$ cat config.mk
export PLATFORM = sky130hd
export DESIGN_NAME = mic_array_tdm_rx
export DESIGN_NICKNAME = d
export VERILOG_FILES = /design/src/rtl/mic_array_pkg.sv /design/src/rtl/sync_edge_detect.sv /design/src/rtl/mic_array_tdm_rx.sv
export SDC_FILE = /design/constraint.sdc
export NUM_CORES = 1
export LEC_CHECK = 0
export CORE_ASPECT_RATIO = 0.8
export CORE_MARGIN = 1
export CORE_UTILIZATION = 45
export DETAILED_ROUTE_END_ITERATION = 10
export GPL_TIMING_DRIVEN = 0
export PLACE_DENSITY_LB_ADDON = 0.15
export SLEW_MARGIN = 20
export SYNTH_ARGS = -nofsm -noshare
export SYNTH_HDL_FRONTEND = slang
export SYNTH_SLANG_ARGS = --single-unit
$ cat constraint.sdc
create_clock -name clk -period 2.7 [get_ports clk]
set_clock_uncertainty 0.2 [all_clocks]
set_input_delay 0.405 -clock clk [delete_from_list [all_inputs] [get_ports clk]]
set_output_delay 0.405 -clock clk [all_outputs]
set_load 0.05 [all_outputs]
$ cat src/rtl/mic_array_pkg.sv
// Shared constants, sample/channel types and the receive FSM encoding for the mic array front end.
// Latency: none (declarations and a combinational helper only).
// Backpressure: not applicable.
package mic_array_pkg;

  localparam int MIC_N_CH      = 16;
  localparam int MIC_SLOT_BITS = 32;
  localparam int MIC_DATA_W    = 24;
  localparam int MIC_CH_W      = $clog2(MIC_N_CH);

  typedef logic signed [MIC_DATA_W-1:0] mic_sample_t;
  typedef logic        [MIC_CH_W-1:0]   mic_ch_t;

  typedef enum logic [1:0] {
    IDLE      = 2'd0,
    SHIFT     = 2'd1,
    WAIT_SYNC = 2'd2
  } mic_rx_state_e;

  // Saturating increment for the 16-bit malformed-frame counter.
  function automatic logic [15:0] sat_inc16(input logic [15:0] v);
    return (v == 16'hFFFF) ? v : v + 16'd1;
  endfunction

endpackage

$ cat src/rtl/sync_edge_detect.sv
// Multi-flop synchronizer for an asynchronous pin, with an optional registered rising-edge pulse.
// Latency: level is STAGES clk behind the pin; rise is one further clk behind the level.
// Backpressure: none; free-running sampler.
module sync_edge_detect #(
  parameter int STAGES  = 2,
  parameter bit EDGE_EN = 1'b1
) (
  input  logic clk,
  input  logic reset_n,
  input  logic d,
  output logic level,
  output logic rise
);

  logic [STAGES-1:0] sync_q;

  // Synchronizer chain: stage 0 takes the raw pin, the last stage is the usable level.
  always_ff @(posedge clk or negedge reset_n) begin
    if (!reset_n) begin
      sync_q <= '0;
    end else begin
      sync_q[0] <= d;
      for (int i = 1; i < STAGES; i++) begin
        sync_q[i] <= sync_q[i-1];
      end
    end
  end

  assign level = sync_q[STAGES-1];

  generate
    if (EDGE_EN) begin : g_edge
      logic prev_q;
      logic rise_q;

      // Registered rising-edge detect on the synchronized level.
      always_ff @(posedge clk or negedge reset_n) begin
        if (!reset_n) begin
          prev_q <= 1'b0;
          rise_q <= 1'b0;
        end else begin
          prev_q <= level;
          rise_q <= level & ~prev_q;
        end
      end

      assign rise = rise_q;
    end else begin : g_no_edge
      assign rise = 1'b0;
    end
  endgenerate

endmodule

$ cat src/rtl/mic_array_tdm_rx.sv
// TDM microphone-array receiver: deserializes sck/ws/sd into per-slot signed samples on an Avalon-ST stream.
// Latency: valid rises 1 clk after the bit_tick carrying the last bit of a slot (bit_tick is SYNC_STAGES+1 clk after the sck pin edge).
// Backpressure: none; every valid beat must be taken, beats are at least SLOT_BITS bit_ticks apart.
module mic_array_tdm_rx
  import mic_array_pkg::*;
#(
  parameter int N_CH        = MIC_N_CH,
  parameter int SLOT_BITS   = MIC_SLOT_BITS,
  parameter int DATA_W      = MIC_DATA_W,
  parameter int SYNC_STAGES = 2,
  localparam int CH_W       = $clog2(N_CH),
  localparam int BIT_W      = $clog2(SLOT_BITS)
) (
  input  logic                     clk,
  input  logic                     reset_n,
  input  logic                     enable,
  input  logic                     sck_in,
  input  logic                     ws_in,
  input  logic                     sd_in,
  output logic signed [DATA_W-1:0] avalon_st_data,
  output logic [CH_W-1:0]          avalon_st_channel,
  output logic                     avalon_st_valid,
  output logic                     avalon_st_startofpacket,
  output logic                     avalon_st_endofpacket,
  output logic                     frame_error,
  output logic [15:0]              error_count
);

  localparam logic [BIT_W-1:0] LAST_BIT  = BIT_W'(SLOT_BITS - 1);
  localparam logic [CH_W-1:0]  LAST_SLOT = CH_W'(N_CH - 1);

  logic bit_tick;
  logic ws_s;
  logic sd_s;
  logic sck_level_unused;
  logic ws_rise_unused;
  logic sd_rise_unused;

  sync_edge_detect #(.STAGES(SYNC_STAGES), .EDGE_EN(1'b1)) u_sync_sck (
    .clk     (clk),
    .reset_n (reset_n),
    .d       (sck_in),
    .level   (sck_level_unused),
    .rise    (bit_tick)
  );

  sync_edge_detect #(.STAGES(SYNC_STAGES), .EDGE_EN(1'b0)) u_sync_ws (
    .clk     (clk),
    .reset_n (reset_n),
    .d       (ws_in),
    .level   (ws_s),
    .rise    (ws_rise_unused)
  );

  sync_edge_detect #(.STAGES(SYNC_STAGES), .EDGE_EN(1'b0)) u_sync_sd (
    .clk     (clk),
    .reset_n (reset_n),
    .d       (sd_in),
    .level   (sd_s),
    .rise    (sd_rise_unused)
  );

  mic_rx_state_e     state_q, state_n;
  logic [BIT_W-1:0]  bit_cnt_q, bit_cnt_n;
  logic [CH_W-1:0]   slot_cnt_q, slot_cnt_n;
  logic [DATA_W-1:0] shreg_q, shreg_n;
  logic              ws_prev_q;
  logic              frame_start;
  logic              restart;
  logic              emit;
  logic              err;

  // A frame starts on the bit whose ws sample is high and whose predecessor was low.
  assign frame_start = bit_tick & ws_s & ~ws_prev_q;

  // ws history is tracked on every bit regardless of enable, so re-enabling
  // while ws is already high cannot fake a frame start.
  always_ff @(posedge clk or negedge reset_n) begin
    if (!reset_n) begin
      ws_prev_q <= 1'b0;
    end else if (bit_tick) begin
      ws_prev_q <= ws_s;
    end
  end

  // Receive FSM state and bit/slot position registers.
  always_ff @(posedge clk or negedge reset_n) begin
    if (!reset_n) begin
      state_q    <= IDLE;
      bit_cnt_q  <= '0;
      slot_cnt_q <= '0;
      shreg_q    <= '0;
    end else begin
      state_q    <= state_n;
      bit_cnt_q  <= bit_cnt_n;
      slot_cnt_q <= slot_cnt_n;
      shreg_q    <= shreg_n;
    end
  end

  // Next-state logic: the counters name the next bit to receive, so a frame
  // start consumes bit 0 of slot 0 and leaves the bit counter at 1.
  always_comb begin
    state_n    = state_q;
    bit_cnt_n  = bit_cnt_q;
    slot_cnt_n = slot_cnt_q;
    shreg_n    = shreg_q;
    restart    = 1'b0;
    emit       = 1'b0;
    err        = 1'b0;

    if (!enable) begin
      state_n    = IDLE;
      bit_cnt_n  = '0;
      slot_cnt_n = '0;
    end else if (bit_tick) begin
      case (state_q)
        IDLE: begin
          restart = frame_start;
        end
        SHIFT: begin
          if (frame_start) begin
            // Early sync: drop the partial slot, count it, and start over on this bit.
            restart = 1'b1;
            err     = (bit_cnt_q != '0) || (slot_cnt_q != '0);
          end else begin
            if (32'(bit_cnt_q) < DATA_W) begin
              shreg_n = {shreg_q[DATA_W-2:0], sd_s};
            end
            if (bit_cnt_q == LAST_BIT) begin
              emit      = 1'b1;
              bit_cnt_n = '0;
              if (slot_cnt_q == LAST_SLOT) begin
                state_n    = WAIT_SYNC;
                slot_cnt_n = '0;
              end else begin
                slot_cnt_n = slot_cnt_q + CH_W'(1);
              end
            end else begin
              bit_cnt_n = bit_cnt_q + BIT_W'(1);
            end
          end
        end
        WAIT_SYNC: begin
          restart = frame_start;
        end
        default: begin
          state_n = IDLE;
        end
      endcase

      if (restart) begin
        state_n    = SHIFT;
        slot_cnt_n = '0;
        bit_cnt_n  = BIT_W'(1);
        shreg_n    = {shreg_q[DATA_W-2:0], sd_s};
      end
    end
  end

  // Output registers: a beat carries the completed slot; metadata holds until the next beat.
  always_ff @(posedge clk or negedge reset_n) begin
    if (!reset_n) begin
      avalon_st_data          <= '0;
      avalon_st_channel       <= '0;
      avalon_st_valid         <= 1'b0;
      avalon_st_startofpacket <= 1'b0;
      avalon_st_endofpacket   <= 1'b0;
      frame_error             <= 1'b0;
      error_count             <= '0;
    end else begin
      avalon_st_valid <= emit;
      frame_error     <= err;
      if (emit) begin
        avalon_st_data          <= $signed(shreg_n);
        avalon_st_channel       <= slot_cnt_q;
        avalon_st_startofpacket <= (slot_cnt_q == '0);
        avalon_st_endofpacket   <= (slot_cnt_q == LAST_SLOT);
      end
      if (err) begin
        error_count <= sat_inc16(error_count);
      end
    end
  end

endmodule

# Yosys cells after proc, flatten, opt, wreduce, memory -nomap -nowiden
# Cells that the tools add are included.
# W data, S select, Z words.
[classes] add_sub_neg=3 magnitude_cmp=1 eq_ne=13 muxes=39 bitwise=6 n_reduce_logical=10
[ops] cell="$mux W24" count=6
[ops] cell="$mux W5" count=6
[ops] cell="$mux W4" count=7
[ops] cell="$add A16 B1 Y16 const B" count=1
[ops] cell="$eq A16 B16 Y1 const B" count=1
[ops] cell="$mux W1" count=12
[ops] cell="$mux W2" count=6
[ops] cell="$ne A4 B4 Y1 const B" count=3
[ops] cell="$ne A3 B1 Y1 const B" count=2
[ops] cell="$ne A3 B2 Y1 const B" count=2
[ops] cell="$add A5 B1 Y5 const B" count=1
[ops] cell="$eq A5 B5 Y1 const B" count=1
[ops] cell="$lt A5 B5 Y1 const B" count=1
[ops] cell="$reduce_and A5 Y1" count=1
[ops] cell="$reduce_bool A5 Y1" count=1
[ops] cell="$add A4 B1 Y4 const B" count=1
[ops] cell="$eq A4 B4 Y1 const B" count=1
[ops] cell="$logic_not A4 Y1" count=1
[ops] cell="$pmux W2 S2" count=1
[ops] cell="$reduce_and A4 Y1" count=1
[ops] cell="$reduce_bool A4 Y1" count=1
[ops] cell="$and A1 B1 Y1" count=3
[ops] cell="$not A1 Y1" count=3
[ops] cell="$reduce_and A3 Y1" count=1
[ops] cell="8 further kinds" count=8
[totals] register_bits=92 input_bits=6 out_inout_bits=48 elab_cells=89

# Longest topological paths before layout
# Gate-level depths: netlist (run 1).
[depth] word_depth=9 ltp_mapped=11

# Cells and area by module
# Synthesis (run 1) repeated with hierarchy kept, for this count alone.
[hier_totals] cells_unflattened=356 area_unflattened_um2=4121.5
[modules_own_cells] module="mic_array_tdm_rx" instances=1 cells_per_inst=343 area_per_inst_um2=3885.0 seq_area_each_um2=2102.0
[modules_own_cells] module="sync_edge_detect at u_sync_sd ..." instances=2 cells_per_inst=4 area_per_inst_um2=61.3 seq_area_each_um2=50.0
[modules_own_cells] module="sync_edge_detect at u_sync_sck" instances=1 cells_per_inst=5 area_per_inst_um2=113.9 seq_area_each_um2=100.1

# Least setup slack after synthesis (run 1)
# No wires, ideal clock.
[synth_timing] path_type="register to register" start="register error_count[0]" end="register error_count[1]" setup_ps=125 arrival_time_ps=1992 required_ps=2375 path_slack_ps=383 stages_incl_launch_ff=6 path_buffers=0 cell_sequence="dfrtp_1 ha_1 and3_1 nand4_1 o21ai_1 mux2_2"
[synth_via] elab_chain_len=3 word_cells_on_any_way=4 cone_classes="add/sub (1); eq/ne (1); bitwise (1); reduce/logical (1)"
[synth_lines] element="start, declared" line="mic_array_tdm_rx.sv:26" rtl="output logic [15:0] error_count"
[synth_lines] element="start signal, assigned" line="mic_array_tdm_rx.sv:181" rtl="error_count <= sat_inc16(error_count);"
[synth_lines] element="parallel branches: the longest is 3 deep, another holds $add A16 B1 Y16"
# Parallel ways; which one is timed is not known.
# A chain may end at the register's enable or synchronous reset.

# Worst setup path after layout (run 1)
[layout_timing] start="register bit_cnt_q[0]" end="register error_count[1]"
[layout_via] elab_chain_len=7
[layout_lines] element="start, declared" line="mic_array_tdm_rx.sv:64" rtl="logic [BIT_W-1:0] bit_cnt_q, bit_cnt_n;"
[layout_lines] element="start signal, assigned" line="mic_array_tdm_rx.sv:95" rtl="bit_cnt_q <= bit_cnt_n;"
[layout_lines] element="$reduce_bool A5 Y1" line="mic_array_tdm_rx.sv:125" rtl="err = (bit_cnt_q != '0) || (slot_cnt_q != '0);"
[layout_lines] element="$logic_or A1 B1 Y1" line="mic_array_tdm_rx.sv:125"
[layout_lines] element="$mux W1" line="mic_array_tdm_rx.sv:122" rtl="if (frame_start) begin"
[layout_lines] element="$mux W1" line="mic_array_tdm_rx.sv:117" rtl="case (state_q)"
[layout_lines] element="$mux W1" line="mic_array_tdm_rx.sv:116" rtl="end else if (bit_tick) begin"
[layout_lines] element="$mux W1" line="mic_array_tdm_rx.sv:112" rtl="if (!enable) begin"
[layout_lines] element="$reduce_and A2 Y1 (no source line)"
# Every way passes these cells.

==> out/metrics.yaml, run 1 <==
run_status:
  status: "finished, violations left"
  violations: "design-rule violations"
synthesis:
  yosysUniqueCellTypes: 42
  ys_ff_latch: 92
  synth_cells: 382
  yosys_warnings: 0
  syn_avg_cell_area_um2: 11.2
  synth_seq_area_share: 0.539
  syn-num-nets: 394
  netlist_area_um2: 4270
timing:
  min_period_ns: 2.40
  finalSetupTns_ns: 0
  final.setup.worst_slack_ns: 0.297
  hold_viol: 0
  clock.fmax_mhz: 416
  slew_headroom: 0.492
  drv_slew: 0
  rsz0062_at_grt: "no"
  setup_viol: 0
  worst_slew_pin_slew_ns: 0.751
  min_period_over_period: 0.890
finish:
  fill_cells: 821
  drive_gt1_frac: 0.142
  num_antenna_cells: 0
  fin_area_um2: 5300
  final_cell_count_no_fill: 567
  areaGrowthSynthToFinish_pct: 24.1
  layout.nets: 459
  fin_util: 0.579
pwr:
  pwr-share-comb: 0.052
  p_sw_frac: 0.218
  p_per_area_nw_per_um2: 555
  power.switching_mw: 0.643
  clock_power_share: 0.463
  seq_power_share: 0.485
  irDropWorstVdd_v: 0.000578
  p_leak_nw: 2.27
  intPower_mw: 2.30
clock_network:
  cts_made_buffers: 9
  cts_tree: "built"
  post_cts_buffers: 0
  h-tree-depth: 3
  clkLatencyLatePin_ns: 0.34
  cts_hold_buf: 1
  root_buffer: "clkbuf_16"
  clk_pin_slew_ns: 0.06
  max-clock-path-buffers: 2
  cts_sinks: 92
  cts_repair_resize_count: 0
routing:
  drt-initial-drc-count: 112
  routed_wl_mm: 8.08
  num_vias: 2985
  drtAntennaViolNets: 0
  detail_route.first_pass.iterations: 8
  drt-wirelength-per-cell_um: 14.3
  drc: 8
  viasPerCell: 5.26
critical_path:
  path_class: "reg -> reg"
  critPathMaxStageDelay_ns: 0.62
  endpoint_kind: "flip-flop"
  cp_slowest_cell: "nor4b_1"
  crit_arrival_ns: 2.43
  reg2regPathDepth: 6
  cp.required_ns: 2.73
  start_kind: "flip-flop"
  crit_fanout: 8
  cp_cell_sequence: "inv_1 > ha_1 > nor4b_1 > a2111oi_4 > o21ai_1 > mux2_2"
floorplanning:
  design.core.area_um2: 9150
  rows: 31
  ioPinCount: 54
  chipWidth_um: 111
  die_h_um: 89.2
  start_util: 0.467
  dieArea_um2: 9890
global_route:
  antenna_found_initial: 0
  grt_max_degree: 81
  grt_pass1_vias: 2881
  grt_pass1_wl_mm: 13.9
  grtUsageTotal: 0.180
  grt-ovfl-total: 0
min_path:
  hold_class: "reg -> reg"
  hold_depth: 0
placement:
  place_ws_ns: 0.304
  dpl_cell_area_um2: 4970
  dp_hpwl_mm: 5.67
  gp_congestion: 0.789
  numPortBuffers: 52
  dp.cells: 550
job:
  max_cap_viol_count: 0
stage by stage:
step	hold slack, ns	power (mW)
after floorplan	-0.0906	1.54
after global placement	0.135	1.60
after detailed placement	0.0315	1.61
after CTS	0.150	2.98
after global routing	0.172	3.07
final	0.148	2.95
final cells by class:
| class | instances | area, um2 | share of cell area |
|---|---|---|---|
| Inverter | 9 | 35.0 | 0.00661 |
| Multi-Input combinational cell | 257 | 1760 | 0.332 |
| Tap cell | 115 | 144 | 0.0271 |
| Clock buffer | 11 | 243 | 0.0458 |
| Buffer | 24 | 178 | 0.0335 |
| Sequential cell | 92 | 2300 | 0.434 |
| Clock inverter | 5 | 83.8 | 0.0158 |
| Timing Repair Buffer | 54 | 559 | 0.105 |
sequential cells by signal, indices dropped and copies added (netlist names), 2 cells and up:
name	cells
avalon_st_channel	4
u_sync_ws.sync_q	2
avalon_st_data	24
slot_cnt_q	4
state_q	2
u_sync_sck.sync_q	2
bit_cnt_q	5
shreg_q	24
error_count	16
u_sync_sd.sync_q	2
logic make-up (layout without fill, tap and decap cells):
kind of cell             count (synthesis)  in the layout  synth area share
AO/OA/AOI/OAI                           54             54             0.102
XOR/XNOR                                13             13            0.0266
adder cells (fa/ha/maj)                  6              6            0.0176
buffers and inverters                   33            103            0.0498
flip-flops                              92             92             0.539
multiplexers                            34             34            0.0873
AND/OR/NAND/NOR                        150            150             0.178
metal layers:
metal,up-vias,track usage,share of wire,wire (um)
met5,-,0,0,0
met2,52,0.288,0.45,3670
met4,0,0.0560,0.0063,51
li1,1497,-,-,-
met3,4,0.0508,0.037,298
met1,1432,0.240,0.50,4060
Yosys cell counts:
cell type  number  area (um2)
o211ai_1       23         173
nor3b_1         2        15.0
ha_1            6        75.1
nand2b_1        2        12.5
a32o_1          1        10.0
a21boi_0        2        15.0
and2_1          8        50.1
xnor2_1        13         114
nand3b_1        2        15.0
dfrtp_1        92        2300
a2111oi_4       1        27.5
o21ai_1         2        10.0
clkinv_2        1        5.00
nor4b_1         1        8.76
o31ai_1         1        7.51
a21oi_1         4        20.0
nor2b_1         6        37.5
nor2_1          4        15.0
a22oi_1         2        15.0
nor3_1          1        5.00
and3b_4         1        12.5
or3_1           1        6.26
and3_1          6        37.5
mux2_2         23         259
buf_2           4        20.0
a21oi_4         1        16.3
o2111ai_1       3        26.3
o211ai_2        5        62.6
a211o_1         1        8.76
o21ai_0         7        35.0
buf_6          11         124
nand3_1         8        40.0
inv_1           8        30.0
mux2i_1         8        80.1
nand4_1        33         206
and2_0          1        6.26
nand2_1        71         267
buf_1           1        3.75
a32oi_1         1        8.76
mux2_1          3        33.8
clkbuf_1        8        30.0
and4_1          3        26.3
power groups by stage:
stage / sequential, mW / combinational, mW / clock [mW]
6_report: 1.43 / 0.152 / 1.36
2_1_floorplan: 1.45 / 0.0867 / 0
3_5_place_dp: 1.45 / 0.155 / 0
5_1_grt: 1.43 / 0.173 / 1.46
4_1_cts: 1.43 / 0.157 / 1.39
3_3_place_gp: 1.45 / 0.146 / 0
cells in the final DEF, fill, tap and decap left out, drive strengths merged, types with 2 or more instances in the layout:
cell type	netlist	routed
nand2b	2	2
and4	3	3
bufinv	0	2
nor2	4	4
nand3	8	8
ha	6	6
o2111ai	3	3
mux2	26	26
o211ai	28	28
clkbuf	8	19
nor3b	2	2
inv	8	9
clkdlybuf4s50	0	51
xnor2	13	13
dfrtp	92	92
a21boi	2	2
nor2b	6	6
nand2	71	71
and2	9	9
nand4	33	33
buf	16	18
nand3b	2	2
a21oi	5	5
mux2i	8	8
and3	6	6
o21ai	9	9
clkinvlp	0	2
a22oi	2	2
critical path, delay by kind of cell, from the launching register on:
kind	cells	cell delay, ns
simple gates	1	0.62
compound gates	2	0.43
flops	1	0.42
mux	1	0.37
fa+ha+maj	1	0.15
buf+inv	1	0.10
final timing paths:
kind / to / from / slack [ns]
worst max register to register: error_count[1]$_DFFE_PN0P_ / bit_cnt_q[0]$_DFFE_PN0P_ / 0.30
worst min register to register: u_sync_sck.sync_q[1]$_DFF_PN0_ / u_sync_sck.sync_q[0]$_DFF_PN0_ / 0.15
worst min-delay path: u_sync_sck.sync_q[1]$_DFF_PN0_ / u_sync_sck.sync_q[0]$_DFF_PN0_ / 0.15
max in group asynchronous: avalon_st_channel[1]$_DFFE_PN0P_ / reset_n / 1.46
min in group asynchronous: avalon_st_data[18]$_DFFE_PN0P_ / reset_n / 0.24
worst max-delay path: error_count[1]$_DFFE_PN0P_ / bit_cnt_q[0]$_DFFE_PN0P_ / 0.30
(Power assumes the default switching activity.)
==> run 2: changes to the inputs <==
--- a/config.mk
+++ b/config.mk
@@ -7,7 +7,8 @@
 export LEC_CHECK = 0
 export CORE_ASPECT_RATIO = 0.8
 export CORE_MARGIN = 1
-export CORE_UTILIZATION = 45
+export CORE_UTILIZATION = 30
+export CTS_BUF_LIST = sky130_fd_sc_hd__clkbuf_4 sky130_fd_sc_hd__clkbuf_8
 export DETAILED_ROUTE_END_ITERATION = 10
 export GPL_TIMING_DRIVEN = 0
 export PLACE_DENSITY_LB_ADDON = 0.15
==> out/metrics.yaml, run 2 (synthesis results as in run 1) <==
pwr:
  irDropWorstVdd_v: 0.000209  # -64%
  p_leak_nw: 2.23  # -1.8%
  finalPower_mw: 2.65  # -9.9%
  p_per_area_nw_per_um2: 502  # -9.6%
timing:
  slew_headroom: 0.518  # +0.0255
  worst_hold_slack_ns: 0.156  # +0.00785 ns
  min_period_over_period: 0.897  # +0.00710
  final.setup.worst_slack_ns: 0.278  # -0.0192 ns
  finalSetupTns_ns: 0  # unchanged
  worst_slew_pin_slew_ns: 0.713  # -0.0377 ns
  setup_viol: 0  # unchanged
  clock.fmax_mhz: 413  # -0.79%
  hold_viol: 0  # unchanged
  min_period_ns: 2.42  # +0.0192 ns
  rsz0062_at_grt: "no"
  drv_slew: 0  # unchanged
clock_network:
  clk_pin_slew_ns: 0.08  # +0.02 ns
  clkLatencyLatePin_ns: 0.36  # +0.02 ns
  h-tree-depth: 3  # unchanged
  cts_repair_resize_count: 0  # unchanged
  cts_sinks: 92  # unchanged
  root_buffer: "clkbuf_8"
  max-clock-path-buffers: 2  # unchanged
  cts_tree: "built"
  cts_made_buffers: 9  # unchanged
  cts_hold_buf: 1  # unchanged
  post_cts_buffers: 0  # unchanged
global_route:
  grt_pass1_wl_mm: 15.0  # +7.8%
  grt_max_degree: 63  # -22%
  antenna_found_initial: 0  # unchanged
  grt_pass1_vias: 3037  # +5.4%
  grt-ovfl-total: 0  # unchanged
  grtUsageTotal: 0.131  # -0.0483
finish:
  num_antenna_cells: 0  # unchanged
  fin_util: 0.385  # -0.195
  drive_gt1_frac: 0.140  # -0.00159
  reg_top3: "avalon_st_data (24), shreg_q (24), error_count (16)"
  final_common_cell: "dfrtp_1"
  areaGrowthSynthToFinish_pct: 23.7
  layout.nets: 459  # unchanged
  final_cell_mix: "dfrtp_1 (92), nand2_1 (71), clkdlybuf4s50_1 (51)"
critical_path:
  crit_fanout: 10  # +2
  critPathMaxStageDelay_ns: 0.62  # about the same
  cp.required_ns: 2.75  # +0.02 ns
  cp_slowest_cell: "a2111oi_4"
  crit_arrival_ns: 2.47  # +0.04 ns
  endpoint_kind: "flip-flop"
  path_class: "reg -> reg"
  start_kind: "flip-flop"
  cp_cell_sequence: "inv_1 > ha_1 > nor4b_1 > a2111oi_4 > buf_2 > o211ai_1 > xnor2_1"
routing:
  num_vias: 3042  # +1.9%
  routed_wl_mm: 8.79  # +8.8%
  drt-wirelength-per-cell_um: 13.9  # -2.1%
  detail_route.first_pass.iterations: 4  # -4
  drc: 0  # -8
  drt-initial-drc-count: 130  # +16%
  viasPerCell: 4.83  # -8.3%
  drtAntennaViolNets: 0  # unchanged
placement:
  place_ws_ns: 0.257  # -0.0468 ns
  gp_congestion: 0.805  # +2.1%
  dp_hpwl_mm: 6.17  # +8.7%
  numPortBuffers: 52  # unchanged
floorplanning:
  die_h_um: 109  # +22%
  start_util: 0.311  # -0.156
  design.core.area_um2: 13700  # +50%
  dieArea_um2: 14700  # +49%
  ioPinCount: 54  # unchanged
  chipWidth_um: 135  # +22%
  rows: 38  # +23%
min_path:
  hold_class: "reg -> reg"
job:
  max_cap_viol_count: 0  # unchanged
run_status:
  status: "finished clean"
## run 2: cell count changes in the layout (fill, tap and decap cells not counted), sizes merged
cell      change
clkbuf        -2
bufinv        +1
clkinv        +1
clkinvlp      -1
inv           -1
## run 2: critical path: cells and delay by family, from the launching register on
family	cells	cell delay (ns)
buffers and inverters	2	0.41
AND/OR/NAND/NOR	1	0.18
XOR/XNOR	1	0.15
AO/OA/AOI/OAI	2	0.77
adder cells (fa/ha/maj)	1	0.19
flip-flops	1	0.40
## run 2: layer usage
metal  track usage  wire (um)
met1         0.176       4410
met2         0.206       3950
met3        0.0344        320
met4        0.0417        105
met5             0          0
## run 2: worst paths after layout
| kind | startpoint | end | slack (ns) | depth (start not counted) |
|---|---|---|---|---|
| hold / removal | u_sync_sck.sync_q[0]$_DFF_PN0_ | u_sync_sck.sync_q[1]$_DFF_PN0_ | 0.16 | 0 |
| min in group asynchronous | reset_n | avalon_st_data[19]$_DFFE_PN0P_ | 0.28 | 2 |
| setup reg to reg | bit_cnt_q[0]$_DFFE_PN0P_ | error_count[3]$_DFFE_PN0P_ | 0.28 | 7 |
| setup / recovery | bit_cnt_q[0]$_DFFE_PN0P_ | error_count[3]$_DFFE_PN0P_ | 0.28 | 7 |
| hold reg to reg | u_sync_sck.sync_q[0]$_DFF_PN0_ | u_sync_sck.sync_q[1]$_DFF_PN0_ | 0.16 | 0 |
| max in group asynchronous | reset_n | frame_error$_DFF_PN0_ | 1.42 | 3 |
## run 2: cell type report
cell class,count,area (um2)
plain buffers,24,178
repair buffers,54,559
fillers,1369,8460
inverters,9,35.0
well taps,180,225
clock buffers,9,124
multi-input cells,257,1760
flip-flops and latches,92,2300
clock inverters,5,103
## run 2: metrics by stage
stage	area, um2	cells
floorplan	4270	382
global placement	5020	614
detailed placement	5050	615
CTS	5280	630
global route	5280	630
finish	5280	630
## run 2: where the power goes
| group | internal, mW | leakage, nW | total (mW) | switching [mW] |
|---|---|---|---|---|
| Combinational | 0.0581 | 0.860 | 0.153 | 0.0949 |
| Clock | 0.603 | 0.111 | 1.07 | 0.471 |
| Sequential | 1.40 | 1.26 | 1.43 | 0.0235 |
==> run 3: changes to the inputs <==
--- a/config.mk
+++ b/config.mk
@@ -12,6 +12,7 @@
 export DETAILED_ROUTE_END_ITERATION = 10
 export GPL_TIMING_DRIVEN = 0
 export PLACE_DENSITY_LB_ADDON = 0.15
+export REMOVE_ABC_BUFFERS = 1
 export SLEW_MARGIN = 20
 export SYNTH_ARGS = -nofsm -noshare
 export SYNTH_HDL_FRONTEND = slang
==> out/metrics.yaml, run 3 (synthesis results as in run 1) <==
run_status:
  status: "finished clean"
global_route:
  grt_pass1_vias: 3050  # +0.43%
  antenna_found_initial: 0  # unchanged
  grt_max_degree: 57  # -9.5%
  grt-ovfl-total: 0  # unchanged
  grtUsageTotal: 0.137  # +0.00582
  grt_pass1_wl_mm: 15.7  # +4.8%
timing:
  min_period_over_period: 0.956  # +0.0589
  rsz0062_at_grt: "no"
  clock.fmax_mhz: 387  # -6.2%
  min_period_ns: 2.58  # +0.159 ns
  worst_slew_pin_slew_ns: 0.679  # -0.0343 ns
  worst_hold_slack_ns: 0.159  # +0.00236 ns
  slew_headroom: 0.546  # +0.0279
  final.setup.worst_slack_ns: 0.118  # -0.159 ns
  drv_slew: 0  # unchanged
  finalSetupTns_ns: 0  # unchanged
  setup_viol: 0  # unchanged
  hold_viol: 0  # unchanged
critical_path:
  endpoint_kind: "flip-flop"
  path_class: "reg -> reg"
  rrSetupSlack_ns: 0.12  # -0.16 ns
  cp.required_ns: 2.74  # about the same
  crit_arrival_ns: 2.62  # +0.15 ns
  crit_fanout: 27  # +17
  start_kind: "flip-flop"
floorplanning:
  start_util: 0.311  # unchanged
  ioPinCount: 54  # unchanged
  rows: 38  # unchanged
  die_h_um: 109  # unchanged
  chipWidth_um: 135  # unchanged
  dieArea_um2: 14700  # unchanged
  design.core.area_um2: 13700  # unchanged
job:
  max_cap_viol_count: 0  # unchanged
clock_network:
  clkLatencyLatePin_ns: 0.36  # about the same
  cts_sinks: 92  # unchanged
  cts_tree: "built"
  h-tree-depth: 3  # unchanged
  cts_made_buffers: 9  # unchanged
  max-clock-path-buffers: 2  # unchanged
  root_buffer: "clkbuf_8"
  clk_pin_slew_ns: 0.09  # about the same
finish:
  final_cell_mix: "dfrtp_1 (92), nand2_1 (70), clkdlybuf4s50_1 (51)"
  reg_top3: "avalon_st_data (24), shreg_q (24), error_count (16)"
  drive_gt1_frac: 0.138  # -0.00207
  fin_util: 0.375  # -0.00947
  areaGrowthSynthToFinish_pct: 20.6
  final_common_cell: "dfrtp_1"
  num_antenna_cells: 0  # unchanged
  layout.nets: 443  # -3.5%
routing:
  num_vias: 3059  # +0.56%
  drt-initial-drc-count: 186  # +43%
  drtAntennaViolNets: 0  # unchanged
  viasPerCell: 4.97  # +3.0%
  detail_route.first_pass.iterations: 4  # unchanged
  routed_wl_mm: 9.65  # +9.8%
  drc: 0  # unchanged
  drt-wirelength-per-cell_um: 15.7  # +12%
min_path:
  hold_class: "reg -> reg"
pwr:
  p_leak_nw: 2.15  # -3.5%
  finalPower_mw: 2.40  # -9.4%
  irDropWorstVdd_v: 0.000216  # +3.1%
  p_per_area_nw_per_um2: 466  # -7.1%
placement:
  numPortBuffers: 53  # +1.9%
  dp_hpwl_mm: 5.63  # -8.8%
  place_ws_ns: -0.924  # -1.18 ns
  gp_congestion: 0.729  # -9.5%
==> run 3: cell count changes in the layout (fill, tap and decap cells not counted), sizes merged <==
cell and change:
inv +1, clkinvlp +2, dlymetal6s2s +1, bufinv -3
clkbuf -8, or3 +1, buf -11, clkinv +1
a21oi +1
==> run 3: worst paths after layout <==
| path | from | to | cells after the start |
|---|---|---|---|
| max in group asynchronous | reset_n | shreg_q[15]$_DFF_PN0_ | 3 |
| min in group asynchronous | reset_n | avalon_st_endofpacket$_DFFE_PN0P_ | 2 |
| hold reg to reg | u_sync_sd.sync_q[0]$_DFF_PN0_ | u_sync_sd.sync_q[1]$_DFF_PN0_ | 0 |
| setup / recovery | u_sync_sck.rise$_DFF_PN0_ | shreg_q[5]$_DFF_PN0_ | 4 |
| setup reg to reg | u_sync_sck.rise$_DFF_PN0_ | shreg_q[5]$_DFF_PN0_ | 4 |
| hold / removal | u_sync_sd.sync_q[0]$_DFF_PN0_ | u_sync_sd.sync_q[1]$_DFF_PN0_ | 0 |
==> run 3: cell type report <==
type / instances / area [um2]
Clock inverter: 6 / 41.3
Multi-Input combinational cell: 259 / 1790
Inverter: 9 / 46.3
Tap cell: 180 / 225
Fill cell: 1367 / 8590
Clock buffer: 9 / 124
Sequential cell: 92 / 2300
Timing Repair Buffer: 60 / 622
==> run 3: timing repair <==
item	CTS	global route
endpoints found under the hold margin	48	0
endpoints found under the setup margin	58	25
gates resized for setup	6	2
cloned	1	1
buffers inserted	2	3
hold buffers	1	0
pin swaps	2	1
==> run 3: per-stage QoR <==
| step | cell area (um2) | instances |
|---|---|---|
| 6_report | 5150 | 615 |
| 5_1_grt | 5150 | 615 |
| 4_1_cts | 5120 | 611 |
| 3_5_place_dp | 4880 | 592 |
| 3_3_place_gp | 4850 | 591 |
| 2_1_floorplan | 4100 | 358 |
==> run 3: power by group <==
group / switching, mW / internal, mW
combinational: 0.0966 / 0.0511
sequential: 0.0245 / 1.40
clock: 0.498 / 0.330
total: 0.620 / 1.78
==> run 3: layer usage <==
metal | wire length, um | part of all wire | track usage
met1 | 5010 | 0.52 | 0.193
met2 | 4290 | 0.44 | 0.211
met3 | 264 | 0.027 | 0.0330
met4 | 83 | 0.0086 | 0.0337
met5 | 0 | 0 | 0
==> run 3: worst max-delay path: stages (launching register included) <==
cell and delay, ns:
dfrtp_1 0.50, and3b_4 0.28, a211o_2 0.57, a21oi_4 0.52, mux2_2 0.40
